[src/rtl/ball_hit_sampler.sv]
// Samples the VGA pixel stream at four probes around the ball and publishes one
// {L,T,R,B} hit vector per frame over a valid/ack handshake.
module ball_hit_sampler #(
  parameter int                  BALL_SIZE  = 16,
  parameter int                  COORD_W    = 11,
  parameter int                  COLOR_W    = 8,
  parameter logic [COLOR_W-1:0]  BG_COLOR   = 8'h00,
  parameter logic [COLOR_W-1:0]  BALL_COLOR = 8'hFF,
  parameter int                  SCREEN_W   = 640,
  parameter int                  SCREEN_H   = 480
) (
  input  logic               clk,
  input  logic               reset,
  input  logic               frame_start,
  input  logic [COORD_W-1:0] pixel_x,
  input  logic [COORD_W-1:0] pixel_y,
  input  logic               pixel_valid,
  input  logic [COLOR_W-1:0] pixel_color,
  input  logic [COORD_W-1:0] ball_x,
  input  logic [COORD_W-1:0] ball_y,
  output logic [3:0]         hit_vec,
  output logic               hit_valid,
  input  logic               hit_ack,
  output logic               overrun
);

  typedef logic signed [COORD_W:0] coord_t;
  typedef enum logic {ARM, SCAN} state_t;

  localparam coord_t SIZE  = coord_t'(BALL_SIZE);
  localparam coord_t HALF  = coord_t'(BALL_SIZE / 2);
  localparam coord_t ONE   = coord_t'(1);
  localparam coord_t SCR_W = coord_t'(SCREEN_W);
  localparam coord_t SCR_H = coord_t'(SCREEN_H);

  state_t      state, state_next;
  logic        latch, publish;
  logic [3:0]  acc;
  coord_t      probe_x [4];
  coord_t      probe_y [4];
  coord_t      new_x [4];
  coord_t      new_y [4];
  coord_t      bx, by, pix_x, pix_y;
  logic        color_hit;
  logic [3:0]  off_new, hit_new, hit_cur;

  function automatic logic off_screen(input coord_t x, input coord_t y);
    return (x < 0) || (y < 0) || (x >= SCR_W) || (y >= SCR_H);
  endfunction

  // Candidate probes from the live ball position; index 3..0 = L,T,R,B.
  always_comb begin
    bx       = $signed({1'b0, ball_x});
    by       = $signed({1'b0, ball_y});
    pix_x    = $signed({1'b0, pixel_x});
    pix_y    = $signed({1'b0, pixel_y});
    new_x[3] = bx - ONE;   new_y[3] = by + HALF;
    new_x[2] = bx + HALF;  new_y[2] = by - ONE;
    new_x[1] = bx + SIZE;  new_y[1] = by + HALF;
    new_x[0] = bx + HALF;  new_y[0] = by + SIZE;
    color_hit = pixel_valid && (pixel_color != BG_COLOR) && (pixel_color != BALL_COLOR);
    off_new = '0;
    hit_new = '0;
    hit_cur = '0;
    for (int i = 0; i < 4; i++) begin
      off_new[i] = off_screen(new_x[i], new_y[i]);
      hit_new[i] = color_hit && (pix_x == new_x[i]) && (pix_y == new_y[i]);
      hit_cur[i] = color_hit && (pix_x == probe_x[i]) && (pix_y == probe_y[i]);
    end
  end

  always_ff @(posedge clk or posedge reset) begin
    if (reset) state <= ARM;
    else       state <= state_next;
  end

  always_comb begin
    state_next = state;
    if (state == ARM && frame_start) state_next = SCAN;
  end

  always_comb begin
    latch   = frame_start;
    publish = frame_start && (state == SCAN);
  end

  // A pixel on the frame_start cycle belongs to the new frame, so it is
  // judged against the freshly computed probes.
  always_ff @(posedge clk or posedge reset) begin
    if (reset) begin
      acc <= '0;
      for (int i = 0; i < 4; i++) begin
        probe_x[i] <= '0;
        probe_y[i] <= '0;
      end
    end else if (latch) begin
      acc <= off_new | hit_new;
      for (int i = 0; i < 4; i++) begin
        probe_x[i] <= new_x[i];
        probe_y[i] <= new_y[i];
      end
    end else if (state == SCAN) begin
      acc <= acc | hit_cur;
    end
  end

  always_ff @(posedge clk or posedge reset) begin
    if (reset) begin
      hit_vec   <= '0;
      hit_valid <= 1'b0;
      overrun   <= 1'b0;
    end else begin
      overrun <= 1'b0;
      if (publish) begin
        if (!hit_valid || hit_ack) begin
          hit_vec   <= acc;
          hit_valid <= 1'b1;
        end else begin
          hit_vec <= hit_vec | acc;
          overrun <= 1'b1;
        end
      end else if (hit_valid && hit_ack) begin
        hit_valid <= 1'b0;
      end
    end
  end

endmodule

[config.mk]
export PLATFORM = sky130hd
export DESIGN_NAME = ball_hit_sampler
export DESIGN_NICKNAME = d
export VERILOG_FILES = /design/src/rtl/ball_hit_sampler.sv
export SDC_FILE = /design/constraint.sdc
export NUM_CORES = 1
export LEC_CHECK = 0
export CORE_UTILIZATION = 46
export CTS_CLUSTER_SIZE = 16
export DETAILED_ROUTE_END_ITERATION = 8
export PLACE_DENSITY = 0.73
export RECOVER_POWER = 25
export SLEW_MARGIN = 30
export SYNTH_ARGS = -nofsm -noshare
export SYNTH_HDL_FRONTEND = slang
export SYNTH_SLANG_ARGS = --single-unit
[constraint.sdc]
create_clock -name clk -period 2.8 [get_ports clk]
set_clock_uncertainty 0.2 [all_clocks]
set_input_delay 0.28 -clock clk [delete_from_list [all_inputs] [get_ports clk]]
set_output_delay 0.28 -clock clk [all_outputs]
set_load 0.02 [all_outputs]
# Yosys cells after proc, flatten, opt, wreduce, memory -nomap -nowiden
# Cells that the tools add are included.
[op_classes]
n_bitwise = 4
eq_ne = 14
mux = 8
add_sub_neg = 6
magnitude_cmp = 12
n_reduce_logical = 37
[ops]
columns = ["operator", "count"]
rows = [
  ["12-bit == test", 12],
  ["12-bit by 1-bit less-than comparator with 1-bit output, second input constant", 6],
  ["12-bit by 10-bit >= comparator with 1-bit output, second input constant", 3],
  ["12-bit by 11-bit >= comparator with 1-bit output, second input constant", 3],
  ["11-bit by 4-bit adder with 12-bit output, second input constant", 2],
  ["11-bit by 5-bit adder with 12-bit output, second input constant", 2],
  ["11-bit by 1-bit subtractor with 12-bit output, second input constant", 2],
  ["1-bit logical AND", 19],
  ["1-bit logical OR", 13],
  ["4-bit two-way mux", 3],
  ["4-bit bitwise OR", 3],
  ["8-bit inequality test, second input constant", 1],
  ["8-bit nonzero test", 1],
  ["1-bit two-way mux", 5],
  ["2-bit nonzero test", 2],
  ["2-bit by 1-bit inequality test with 1-bit output, second input constant", 1],
  ["2-bit AND reduction", 1],
  ["1-bit logical NOT", 1],
  ["1-bit NOT", 1],
]
[word_totals]
elab_cells = 92
out_inout_bits = 6
reg_bits = 83

# Depth between registers and ports, before layout
# Gate-level depths: netlist of the first run.
[logic_depth]
ltp_word = 8
mapped_depth = 10

# Worst setup path before layout of the first run
# Ideal clock, no wire load.
[synth_timing]
kind = "in2reg"
startpoint = "in ball_x[4]"
endpoint = "reg acc[0]"
required_time_ps = 2523
stages = 9
t_arrival_ps = 2080
slack_ps = 443
path_cell_list = "ha_1 -> buf_6 -> and2_4 -> buf_6 -> mux2_4 -> nand3_2 -> a2111oi_2 -> or4b_1 -> a21oi_1"
[synth_via]
elab_chain_len = 7
elab_cells_between_ends = 11
cone_classes = "add/sub: 1; order compare: 2; eq/ne: 1; mux: 1; bitwise: 1; reduce/logical: 5"
[synth_lines]
columns = ["item", "line", "rtl"]
rows = [
  ["start, declared", "19", "input logic [COORD_W-1:0] ball_x,"],
  ["11-bit by 4-bit adder with 12-bit output *", "60", "new_x[0] = bx + HALF; new_y[0] = by + SIZE;"],
  ["12-bit by 1-bit less-than comparator with 1-bit output", "48", "return (x < 0) || (y < 0) || (x >= SCR_W) || (y >= SCR_H);"],
  ["1-bit logical OR (3 in a row)", "48", ""],
  ["4-bit bitwise OR *", "97", "acc <= off_new | hit_new;"],
  ["4-bit two-way mux *", "96", "end else if (latch) begin"],
  ["end signal, assigned", "97", ""],
  ["end signal, assigned", "103", "acc <= acc | hit_cur;"],
  ["end, declared", "38", "logic [3:0] acc;"],
]
# Mark *: on every way between the ends. The rest lies on a longest branch, timed or not.
# A chain may end at the register's enable or synchronous reset.

==> impl_metrics.sql, run 1 <==
INSERT INTO impl_metrics (metric_group, metric, value, unit) VALUES
('routing', 'routed_wire_length_per_instance', '18.2', 'um'),
('clocking', 'cts-root-to-sink-buffers', '2', ''),
('power', 'power_leakage', '3.24', 'nW'),
('routing', 'number_of_nets_with_antenna_violations_after_detailed_routing', '0', ''),
('timing', 'fin_tns_setup', '0', 'ns'),
('critical_path', 'crit_arrival', '2.72', 'ns'),
('critical_path', 'reg2reg_slack', '0.69', 'ns'),
('layout', 'insertedDiodeCount', '0', ''),
('synthesis', 'ys_ff_latch', '77', ''),
('routing', 'drt_iter0_markers', '261', ''),
('global_routing', 'gr-usage-all-layers', '29.5', '%'),
('synthesis', 'synthesis.area', '6100', 'um^2'),
('global_routing', 'grt_first_pass_wirelength', '30000', 'um'),
('layout', 'post_route_cells_drive_above_1_share', '20.5', '%'),
('hold_path', 'worst_hold_path_type', 'input pin to flip-flop', ''),
('timing', 'setup_viol_count_final', '0', ''),
('timing', 'final_critical_path_setup_slack', '0.152', 'ns'),
('run_status', 'run_status', 'finished, violations left', ''),
('synthesis', 'synthesis.instances', '707', ''),
('power', 'post-layout-total-power', '3.64', 'mW'),
('critical_path', 'origin_of_the_worst_setup_path', 'ball_y[4]', ''),
('clocking', 'worst_setup_hold_path_clk_slew', '0.06', 'ns'),
('place', 'dp_hpwl', '14600', 'um'),
('clocking', 'numClockSinks', '77', ''),
('routing', 'drc_errors', '0', ''),
('global_routing', 'antenna_found_initial', '0', ''),
('clocking', 'clkLatencyLatePin', '0.35', 'ns'),
('timing', 'timing.final.hold_violations', '0', ''),
('layout', 'areaGrowthSynthToFinish', '31.4', '%'),
('die', 'floorplan.rows', '41', ''),
('synthesis', 'ys_warn_count', '0', ''),
('clocking', 'post_cts_buffers', '0', ''),
('routing', 'via_count', '5660', ''),
('clocking', 'cts.root.buffer_cell', 'sky130_fd_sc_hd__clkbuf_16', ''),
('global_routing', 'grt.overflow.total', '0', ''),
('routing', 'viasPerCell', '5.50', ''),
('timing', 'worst-slew-pin-transition', '1.81', 'ns'),
('layout', 'number_of_nets_in_the_finished_design', '924', ''),
('job', 'max_cap_viol_count', '1', ''),
('hold_path', 'hold_path.startpoint', 'frame_start', ''),
('synthesis', 'synth_seq_area_share', '31.6', '%'),
('critical_path', 'regToRegEndpoint', 'acc[3]$_DFFE_PP0P_', ''),
('clocking', 'cts_hold_repair.buffers', '0', ''),
('synthesis', 'syn_area_per_cell', '8.62', 'um^2'),
('place', 'gp_congestion', '0.931', ''),
('timing', 'timing.final.max_slew_violations', '78', ''),
('synthesis', 'synthArstFlopShare', '100', '%'),
('layout', 'fillerInstances', '1109', ''),
('die', 'area_of_the_core', '12800', 'um^2'),
('critical_path', 'timing.critical_path.required', '2.87', 'ns'),
('timing', 'relSlewSlack', '-20.5', '%'),
('critical_path', 'cp-start-kind', 'input pin', ''),
('timing', 'minimum_period_implied_by_the_final_worst_setup_slack', '2.65', 'ns'),
('critical_path', 'setup.worst_path.end_class', 'flip-flop', ''),
('place', 'dp_slack', '-0.309', 'ns'),
('critical_path', 'critical_path_peak_fanout', '4', ''),
('power', 'max-vdd-ir-drop', '265', 'uV'),
('die', 'horizontal_die_dimension', '117', 'um'),
('global_routing', 'grt_start_max_net_pins', '78', ''),
('run_status', 'violations', 'max-capacitance violations, max-slew violations', ''),
('synthesis', 'dominantRegCellSynth', 'sky130_fd_sc_hd__dfrtp_1', ''),
('clocking', 'numCtsBuffers', '9', ''),
('die', 'initial_core_utilization', '47.7', '%'),
('die', 'die_area', '13700', 'um^2'),
('timing', 'crit_share_post_route', '94.6', '%'),
('clocking', 'post_cts_resized', '0', ''),
('timing', 'fmax', '378', 'MHz'),
('critical_path', 'worst_r2r_path_depth', '7', ''),
('synthesis', 'synth.net_count', '779', ''),
('synthesis', 'unique_masters_post_synth', '71', ''),
('place', 'io_buffers', '62', '');
-- layout make-up --
cell class,count,area share (%)
clock buffer,10,2.86
clock inverter,6,1.39
inverter,27,1.28
multi-input combinational,546,47.7
sequential,77,24.0
tap,172,2.69
timing repair buffer,191,20.1
-- through the flow --
stage,area (um^2),utilization (%),std cells,hold slack (ns)
final,8010,62.7,1029,0.190
after global placement,7670,60.1,1013,0.285
after floorplan,6100,-,707,0.169
after CTS,8010,62.7,1029,0.177
after global routing,8010,62.7,1029,0.216
after detailed placement,7670,60.1,1013,0.285
-- flip-flops by register name, indices dropped and copies added, names as in the netlist --
| name | count |
|---|---|
| state | 1 |
| overrun | 1 |
| probe_x | 33 |
| probe_y | 33 |
| hit_vec | 4 |
| acc | 4 |
| hit_valid | 1 |
-- critical path: stages --
cell and delay, ns:
sky130_fd_sc_hd__clkdlybuf4s50_1 0.54, sky130_fd_sc_hd__inv_1 0.11, sky130_fd_sc_hd__ha_1 0.32, sky130_fd_sc_hd__xor2_1 0.18
sky130_fd_sc_hd__a311oi_1 0.22, sky130_fd_sc_hd__o2111ai_1 0.15, sky130_fd_sc_hd__a2111oi_1 0.45, sky130_fd_sc_hd__buf_4 0.21
sky130_fd_sc_hd__nand4_1 0.09, sky130_fd_sc_hd__a21oi_1 0.17
-- power by group --
part	switching, mW	total [mW]	leakage (nW)	internal, mW
Sequential	0.0745	1.29	0.874	1.22
Clock	0.500	1.37	0.163	0.871
Combinational	0.500	0.980	2.21	0.479
-- routing by layer --
metal	vias up	wire, um	global-route usage, %
li1	2752	-	-
met4	0	688	13.8
met1	2715	7780	33.6
met5	-	0	0
met3	43	663	4.58
met2	150	9600	53.9
-- cells by family (layout without fill, tap and decap cells) --
| logic type | Yosys count | in the layout | synth area share, % |
|---|---|---|---|
| DFF | 77 | 77 | 31.6 |
| adders and majority gates | 15 | 15 | 3.08 |
| buffers and inverters | 84 | 234 | 5.99 |
| and+or+nand+nor | 228 | 228 | 19.4 |
| AOI/OAI and AO/OA | 136 | 136 | 14.7 |
| xor gates and xnor gates | 146 | 146 | 21.3 |
| muxes | 21 | 21 | 3.88 |
-- cells in the mapped netlist, drive strengths merged, types with 4 or more instances --
cell type,count,area share [%]
a31oi,5,0.51
nand3,27,2.3
o211ai,4,0.49
xor2,66,9.6
inv,27,1.7
nand2b,10,1.0
o22ai,5,0.51
nor2b,6,0.62
nor3b,5,0.70
and3,5,0.51
ha,15,3.1
xnor2,80,12
nor4,18,1.8
buf,29,2.6
a211oi,4,0.49
nand4,20,2.1
a21oi,57,4.7
a22o,4,0.57
o21ai,17,1.4
clkbuf,28,1.7
nor2,71,4.4
nor3,20,1.6
nand2,25,1.5
dfrtp,77,32
mux2,18,3.4
-- cell usage in the layout, fill, tap and decap left out, types with 6 or more instances in the layout --
cell	n
sky130_fd_sc_hd__buf_4	127
sky130_fd_sc_hd__xnor2_1	78
sky130_fd_sc_hd__dfrtp_1	77
sky130_fd_sc_hd__nor2_1	71
sky130_fd_sc_hd__xor2_1	65
sky130_fd_sc_hd__clkdlybuf4s50_1	59
sky130_fd_sc_hd__a21oi_1	57
sky130_fd_sc_hd__inv_1	26
sky130_fd_sc_hd__nand3_1	26
sky130_fd_sc_hd__nand2_1	25
sky130_fd_sc_hd__nand4_1	20
sky130_fd_sc_hd__nor3_1	20
sky130_fd_sc_hd__nor4_1	18
sky130_fd_sc_hd__mux2_2	17
sky130_fd_sc_hd__o21ai_0	16
sky130_fd_sc_hd__ha_1	15
sky130_fd_sc_hd__nand2b_1	10
sky130_fd_sc_hd__clkbuf_16	9
sky130_fd_sc_hd__nor2b_1	6
-- worst min-delay path by stage --
stage                               to  slack, ns  depth (start not counted)
2_1_floorplan  probe_y[40]$_DFFE_PP0P_       0.17                          1
3_3_place_gp    hit_vec[0]$_DFFE_PP0P_       0.29                          1
3_5_place_dp    hit_vec[2]$_DFFE_PP0P_       0.28                          1
4_1_cts        probe_y[32]$_DFFE_PP0P_       0.18                          3
5_1_grt              overrun$_DFF_PP0_       0.22                          3
6_report       probe_x[21]$_DFFE_PP0P_       0.19                          2
No activity file was read; power rests on OpenSTA's default activity.
==> run 2: changes to the inputs <==
CTS_CLUSTER_SIZE = unset   (was 16)
==> results of run 2 <==
No change in the layout: final DEF, timing and power equal those of run 1.
==> run 3: changes to the inputs <==
GPL_TIMING_DRIVEN = 0   (was unset)
PLACE_DENSITY = unset   (was 0.73)
PLACE_DENSITY_LB_ADDON = 0.25   (was unset)
==> run 3 against run 2 <==
The run still ends with max-capacitance violations, max-slew violations left. Largest power group is now sequential cells. First-iteration DRC count is 92% higher. Die area stayed put. Wire length increased by 0.29%. Largest cell class unchanged.
==> impl_metrics.sql, run 3 (synthesized netlist as in run 1, its figures left out) <==
INSERT INTO impl_metrics (metric_group, metric, value, unit) VALUES
('job', 'max_cap_viol_count', '1', ''),
('run_status', 'run_status', 'finished, violations left', ''),
('routing', 'drc_errors', '0', ''),
('hold_path', 'worst_hold_path_type', 'input pin to flip-flop', ''),
('place', 'dp_hpwl', '14000', 'um'),
('die', 'initial_core_utilization', '47.7', '%'),
('clocking', 'cts_hold_repair.buffers', '0', ''),
('critical_path', 'regToRegEndpoint', 'acc[3]$_DFFE_PP0P_', ''),
('global_routing', 'antenna_found_initial', '0', ''),
('die', 'num_io_pins', '63', ''),
('run_status', 'violations', 'max-capacitance violations, max-slew violations', ''),
('clocking', 'numCtsBuffers', '9', ''),
('layout', 'number_of_nets_in_the_finished_design', '840', ''),
('critical_path', 'setup.worst_path.end_class', 'flip-flop', ''),
('timing', 'fmax', '362', 'MHz'),
('routing', 'viasPerCell', '5.96', ''),
('power', 'pwr-share-seq', '40.1', '%'),
('power', 'max-vdd-ir-drop', '229', 'uV'),
('critical_path', 'path_buf_inv', '3', ''),
('critical_path', 'crit_chain', 'clkdlybuf4s50_1, buf_1, xnor2_1, a32oi_1, a2111oi_4, buf_4, or4b_4, a21oi_2', ''),
('critical_path', 'cpPeakStageDelay', '0.55', 'ns'),
('routing', 'drtPass1Iterations', '5', ''),
('critical_path', 'crit_type', 'input pin to flip-flop', ''),
('power', 'post-layout-total-power', '3.23', 'mW'),
('critical_path', 'timing.rr.start', 'probe_y[37]$_DFFE_PP0P_', ''),
('clocking', 'cts-root-to-sink-buffers', '2', ''),
('power', 'cell_internal_pwr', '2.19', 'mW'),
('timing', 'setup_viol_count_final', '0', ''),
('die', 'die_height', '117', 'um'),
('critical_path', 'endpoint_of_the_worst_setup_timing_path', 'acc[0]$_DFFE_PP0P_', ''),
('timing', 'timing.final.hold_violations', '0', ''),
('critical_path', 'cp-start-kind', 'input pin', ''),
('layout', 'mostFrequentLayoutCells', 'sky130_fd_sc_hd__xnor2_1, sky130_fd_sc_hd__dfrtp_1, sky130_fd_sc_hd__nor2_1', ''),
('hold_path', 'whs_path_depth', '2', ''),
('routing', 'via_count', '5634', ''),
('die', 'horizontal_die_dimension', '117', 'um'),
('power', 'power_leakage', '2.72', 'nW'),
('global_routing', 'grt_start_max_net_pins', '44', ''),
('timing', 'relSlewSlack', '-12.2', '%'),
('layout', 'areaGrowthSynthToFinish', '17.4', '%'),
('power', 'power.net_switching', '1.04', 'mW'),
('power', 'power_frac_clock', '33.0', '%'),
('power', 'power_per_cell_area', '451', 'nW/um^2'),
('power', 'comb_power_share', '26.9', '%'),
('routing', 'number_of_nets_with_antenna_violations_after_detailed_routing', '0', ''),
('die', 'die_area', '13700', 'um^2'),
('clocking', 'numClockSinks', '77', ''),
('clocking', 'clkLatencyLatePin', '0.35', 'ns'),
('routing', 'routed_wire_length_per_instance', '19.9', 'um'),
('clocking', 'cts.root.buffer_cell', 'sky130_fd_sc_hd__clkbuf_16', ''),
('clocking', 'worst_setup_hold_path_clk_slew', '0.06', 'ns'),
('layout', 'insertedDiodeCount', '0', ''),
('layout', 'commonest_non_fill_non_tap_cell_in_the_layout', 'sky130_fd_sc_hd__xnor2_1', ''),
('layout', 'post_route_cells_drive_above_1_share', '11.3', '%'),
('die', 'floorplan.rows', '41', ''),
('layout', 'biggestRegsByFlops', 'probe_x x33, probe_y x33', ''),
('critical_path', 'cell_family_contributing_the_most_delay_on_the_critical_path', 'buffers and inverters', ''),
('global_routing', 'grt.overflow.total', '0', ''),
('timing', 'crit_share_post_route', '98.7', '%'),
('clocking', 'h-tree-depth', '3', ''),
('routing', 'drt-total-wl', '18800', 'um'),
('die', 'area_of_the_core', '12800', 'um^2'),
('critical_path', 'critical_path_cell_count', '8', ''),
('place', 'io_buffers', '44', ''),
('critical_path', 'worst_r2r_path_depth', '6', ''),
('critical_path', 'critical_path_peak_fanout', '10', ''),
('critical_path', 'origin_of_the_worst_setup_path', 'pixel_x[6]', ''),
('critical_path', 'cp_slowest_cell', 'sky130_fd_sc_hd__buf_1', ''),
('timing', 'worst-slew-pin-transition', '1.68', 'ns'),
('critical_path', 'crit_arrival', '2.84', 'ns'),
('global_routing', 'gr-usage-all-layers', '29.1', '%'),
('critical_path', 'reg2reg_slack', '0.32', 'ns'),
('layout', 'fillerInstances', '1188', ''),
('routing', 'drt_iter0_markers', '502', ''),
('timing', 'timing.final.max_slew_violations', '43', ''),
('timing', 'minimum_period_implied_by_the_final_worst_setup_slack', '2.76', 'ns'),
('global_routing', 'grt_pass1_vias', '5433', ''),
('critical_path', 'timing.critical_path.required', '2.88', 'ns'),
('layout', 'layout.core_utilization', '56.0', '%'),
('hold_path', 'hold_path.startpoint', 'ball_x[0]', ''),
('clocking', 'tritoncts', 'done', ''),
('place', 'gp_congestion', '0.923', ''),
('power', 'switching_share', '32.2', '%'),
('global_routing', 'grt_first_pass_wirelength', '29500', 'um');
==> run 3: worst min-delay path by stage <==
stage                                   end  slack, ns
floorplan           probe_y[40]$_DFFE_PP0P_       0.17
global placement     hit_vec[2]$_DFFE_PP0P_       0.29
detailed placement   hit_vec[2]$_DFFE_PP0P_       0.28
CTS                  probe_x[0]$_DFFE_PP0P_      0.007
global route         probe_x[0]$_DFFE_PP0P_       0.04
finish               probe_x[0]$_DFFE_PP0P_       0.02
==> run 3: per-layer routing <==
| layer | share of wire [%] | track usage, % | vias up |
|---|---|---|---|
| met4 | 5.1 | 17.1 | 0 |
| met3 | 5.6 | 4.63 | 61 |
| met2 | 48 | 47.5 | 226 |
| li1 | - | - | 2600 |
| met1 | 42 | 36.5 | 2747 |
| met5 | 0 | 0 | - |
==> run 3: cell type report <==
class,count,area [um^2],area share [%]
well taps,172,215,3.01
flip-flops and latches,77,1930,26.9
clock inverters,5,35.0,0.489
repair buffers,50,494,6.90
multi-input cells,546,3880,54.2
inverters,27,101,1.42
clock buffers,11,233,3.25
plain buffers,57,270,3.78
==> run 3: power groups by stage <==
stage	Combinational (mW)	Sequential [mW]	Clock, mW
after global routing	0.939	1.30	1.15
after CTS	0.853	1.29	1.10
final	0.869	1.29	1.07
after global placement	0.822	1.31	0
after detailed placement	0.843	1.31	0
after floorplan	0.566	1.31	0
==> run 3: metrics by stage <==
step | instances | hold slack [ns] | setup TNS (ns) | setup WS, ns | area (um^2)
detailed placement | 924 | 0.285 | -3.03 | -0.824 | 6780
global route | 945 | 0.0404 | -0.0175 | -0.0175 | 7160
finish | 945 | 0.0213 | 0 | 0.0374 | 7160
CTS | 944 | 0.00749 | 0 | 0.00610 | 7100
floorplan | 707 | 0.169 | 0 | 0.353 | 6100
global placement | 923 | 0.287 | -75.67 | -0.950 | 6750
==> run 3: repair_timing <==
item                       in CTS  in global routing
pin swaps                       1                  2
setup buffers                   4                  1
gates resized for setup         8                 18
setup endpoints to repair       4                  4
